$ cat src/rtl/register_file.sv
// Register file: 2**ADDR_WIDTH x DATA_WIDTH, two combinational read ports, one write port.
// Register 0 is hardwired to zero; same-cycle writes bypass to matching read ports.
module register_file #(
    parameter int DATA_WIDTH = 32,
    parameter int ADDR_WIDTH = 5
) (
    input  logic                  clock,
    input  logic                  reset,
    input  logic [ADDR_WIDTH-1:0] read_reg_num_1,
    input  logic [ADDR_WIDTH-1:0] read_reg_num_2,
    input  logic [ADDR_WIDTH-1:0] write_reg_num,
    input  logic [DATA_WIDTH-1:0] write_data,
    input  logic                  regWrite,
    output logic [DATA_WIDTH-1:0] read_data_1,
    output logic [DATA_WIDTH-1:0] read_data_2
);

    localparam int NREG = 1 << ADDR_WIDTH;

    logic [DATA_WIDTH-1:0] regs_q [NREG];
    logic [DATA_WIDTH-1:0] regs_d [NREG];

    logic wr_en;
    logic byp_1;
    logic byp_2;

    assign wr_en = regWrite && (write_reg_num != '0);

    // Reset loads each register with its own index and outranks any write.
    always_comb begin
        for (int i = 0; i < NREG; i++) begin
            regs_d[i] = regs_q[i];
        end
        if (!reset) begin
            for (int i = 0; i < NREG; i++) begin
                regs_d[i] = DATA_WIDTH'(i);
            end
        end else if (wr_en) begin
            regs_d[write_reg_num] = write_data;
        end
    end

    always_ff @(posedge clock) begin
        regs_q <= regs_d;
    end

    // Bypass only when the pending write would actually commit.
    assign byp_1 = reset && wr_en && (write_reg_num == read_reg_num_1);
    assign byp_2 = reset && wr_en && (write_reg_num == read_reg_num_2);

    always_comb begin
        read_data_1 = '0;
        if (read_reg_num_1 != '0) begin
            read_data_1 = byp_1 ? write_data : regs_q[read_reg_num_1];
        end
    end

    always_comb begin
        read_data_2 = '0;
        if (read_reg_num_2 != '0) begin
            read_data_2 = byp_2 ? write_data : regs_q[read_reg_num_2];
        end
    end

endmodule

$ cat config.mk
export PLATFORM = sky130hd
export DESIGN_NAME = register_file
export DESIGN_NICKNAME = d
export VERILOG_FILES = /design/src/rtl/register_file.sv
export SDC_FILE = /design/constraint.sdc
export NUM_CORES = 2
export LEC_CHECK = 0
export ABC_AREA = 1
export BUFFER_PORTS_ARGS = -buffer_cell sky130_fd_sc_hd__buf_2
export CAP_MARGIN = 10
export CORE_MARGIN = 5
export CORE_UTILIZATION = 40
export CTS_BUF_LIST = sky130_fd_sc_hd__clkbuf_2
export CTS_CLUSTER_SIZE = 10
export DETAILED_ROUTE_END_ITERATION = 10
export HOLD_SLACK_MARGIN = 0.02
export PLACE_DENSITY_LB_ADDON = 0.12
export SLEW_MARGIN = 30
export SYNTH_ARGS = -nofsm -noshare
export SYNTH_HDL_FRONTEND = slang
export SYNTH_SLANG_ARGS = --single-unit
$ cat constraint.sdc
create_clock -name clock -period 2.29 [get_ports clock]
set_clock_uncertainty 0.15 [all_clocks]
set_input_delay 0.1145 -clock clock [delete_from_list [all_inputs] [get_ports clock]]
set_output_delay 0.1145 -clock clock [all_outputs]
set_load 0.05 [all_outputs]
==> flow_metrics.py <==
metrics = {
    "placement": {
        "gp_congestion": 0.931,
        "dp_slack_ns": -0.406,
        "place_hpwl_um": 159000,
        "numPortBuffers": 113,
    },
    "setup_path": {
        "cp-start-kind": "flop",
        "crit_fanout": 2,
        "crit_chain": "inv_2 -> a21oi_2 -> o21ai_1 -> nand2_1 -> nor2_2 -> nor2_1 -> nand2_1 -> nand3_2 -> nand2_2 -> buf_12 -> inv_6 -> buf_12",
        "critical-path-max-stage-delay_ns": 0.34,
        "reg2reg_slack_ns": 0.86,
        "cp.required_ns": 2.03,
        "crit_arrival_ns": 3.18,
        "endpoint_kind": "output port",
        "crit_slowest_cell": "dfxtp_2",
        "crit_type": "reg -> out",
    },
    "timing": {
        "layout_setup_ws_ns": -1.15,
        "period_needed_ns": 3.44,
        "setup_viol": 274,
        "worst_pin_slew_ns": 1.19,
        "hold_viol": 0,
        "max_freq_mhz": 291,
        "drv_slew": 0,
        "fin_crit_sh_pct": 150,
        "rsz0062_at_grt": "true",
        "tns_ns": -93.89,
        "max_slew_margin_pct": 21.0,
    },
    "cts": {
        "clock_sinks": 1024,
        "clkTransAtPathRegs_ns": 0.11,
        "htree_levels": 5,
        "cts.path.max_buffers": 4,
        "root_buffer": "clkbuf_2",
        "cts-buffers-inserted": 302,
        "clock_latency_ns": 1.66,
        "cts_tree": "built",
    },
    "detailed_routing": {
        "wl_per_cell_um": 23.8,
        "via_per_inst": 5.83,
        "route.met2.wl_um": 115000,
        "met1_length_um": 110000,
        "ant_nets": 0,
        "top_layer": "met5",
        "first_pass_iters": 7,
        "drt_iter0_drc": 8038,
        "wl_met3_um": 30300,
        "routed_wl_um": 270000,
        "route.detailed.drc": 0,
        "vias": 65886,
    },
    "yosys": {
        "avgSynthCellArea_um2": 6.27,
        "synth_top_area_share_pct": 36.4,
        "syn-num-nets": 9019,
        "synth_cell_types": 26,
        "synth-seq-cells": 1024,
        "synth_ff_type": "dfxtp_1",
        "synth_cells": 8969,
        "ys_seq_area_share_pct": 36.4,
        "async_flop_share_pct": 0,
        "yosysWarnings": 0,
        "yosys.area.top_type": "dfxtp_1",
        "synth-edff-count": 0,
        "synthesis.area_um2": 56300,
        "synth_area_leaders": "dfxtp_1 (36%), a21oi_1 (12%), nand2_1 (12%), o21ai_0 (11%), nand3_1 (10%)",
    },
    "layout": {
        "mostFrequentLayoutCell": "nand2_1",
        "final_cell_mix": "nand2_1 (1637), a21oi_1 (1290), o21ai_0 (1145)",
        "regMostFlops": "regs_q",
        "top_regs": "regs_q: 1024 flops",
        "largest_reg_flops": 1024,
        "syn_to_final_growth_pct": 25.0,
        "nets": 9276,
        "drive_gt1_share_pct": 23.5,
    },
    "outcome": {
        "violations": "setup timing",
        "status": "finished, violations left",
    },
    "die": {
        "pin_count": 114,
        "dieArea_um2": 148000,
        "fp.dieH_um": 385,
        "start_util_pct": 40.3,
        "rows": 137,
        "coreArea_um2": 140000,
        "die_x_um": 385,
    },
    "global_route": {
        "grt_pass1_vias": 59520,
        "grt_antenna_before_repair": 11,
        "grt_start_max_net_pins": 171,
        "grtUsageTotal_pct": 34.1,
        "grt_pass1_wl_um": 384000,
        "grt.overflow.total": 0,
    },
    "run": {
        "max_cap_violations": 0,
    },
    "worst_hold_path": {
        "min_path_type": "in -> reg",
    },
    "power": {
        "powerDensity_nw_per_um2": 571,
        "peakVddDrop_uv": 349,
        "total_leakage_power_nw": 31.0,
    },
}
-- critical path, delay by kind of cell, from the launching register on --
kind            cells  cell delay [ns]
compound gates      2             0.16
buf+inv             4             0.37
flops               1             0.34
simple gates        6             0.59
-- what timing repair did --
action	4_1_cts	5_1_grt
hold endpoints to repair	1024	136
buffers inserted	15	18
hold buffers	178	7
endpoints found under the setup margin	64	185
pin swaps	351	333
gates resized for setup	801	608
gates cloned	0	7
-- Yosys cell counts (4+ instances only) --
cell type / number
a21oi_1: 1377
buf_1: 56
buf_2: 271
buf_4: 14
clkbuf_1: 495
clkbuf_2: 8
dfxtp_1: 1024
inv_1: 909
inv_2: 20
nand2_1: 1824
nand3_1: 1137
nand4_1: 4
nor2_1: 277
nor2_2: 13
nor2_4: 15
nor3_1: 7
o211ai_1: 74
o21ai_0: 1266
o21ai_1: 129
or2_2: 34
xnor2_1: 6
-- power by group --
part           total, mW  switching [mW]  internal, mW  leakage (nW)
clock               13.5            8.42          5.07          1.92
combinational       8.55            5.62          2.93          20.6
sequential          18.2           0.134          18.0          8.41
total               40.2            14.2          26.0          31.0
-- metrics by stage --
| stage | area, um^2 | power, mW | util [%] | instances | hold WS (ns) |
|---|---|---|---|---|---|
| final | 70300 | 40.2 | 50.4 | 11302 | 0.0390 |
| after global routing | 70300 | 41.9 | 50.3 | 11296 | -0.0885 |
| after CTS | 68700 | 40.0 | 49.2 | 11264 | 0.0223 |
| after detailed placement | 62300 | 25.8 | 44.6 | 10590 | 0.267 |
| after global placement | 62300 | 25.7 | 44.6 | 10590 | 0.264 |
| after floorplan | 56300 | 22.6 | - | 8969 | 0.0909 |
-- layer usage --
layer	global-route usage [%]	up-vias
met2	51.4	4095
met5	0	-
met3	7.99	861
li1	-	30262
met4	16.8	4
met1	45.7	30664
-- final timing paths --
path	start	depth (start not counted)	to
hold / removal	write_reg_num[1]	11	regs_q[536]
setup reg to reg	regs_q[643]	4	regs_q[643]
hold reg to reg	regs_q[993]	2	regs_q[993]
setup / recovery	regs_q[517]	12	read_data_2[5]
-- area by class of cell --
cell class | count | area (um^2)
multi-input cells | 6170 | 31400
flip-flops and latches | 1024 | 20900
clock inverters | 59 | 249
repair buffers | 798 | 9670
fillers | 14149 | 69400
diodes | 13 | 32.5
clock buffers | 432 | 2160
inverters | 930 | 3610
well taps | 1876 | 2350
-- cells by family after synthesis --
| group | after synthesis | share of synthesized area, % |
|---|---|---|
| and+or+nand+nor | 3318 | 25.3 |
| AOI/OAI and AO/OA | 2846 | 25.6 |
| xor gates and xnor gates | 6 | 0.0934 |
| buffers and inverters | 1775 | 12.6 |
| DFF | 1024 | 36.4 |
No activity file was read; power rests on OpenSTA's default activity.
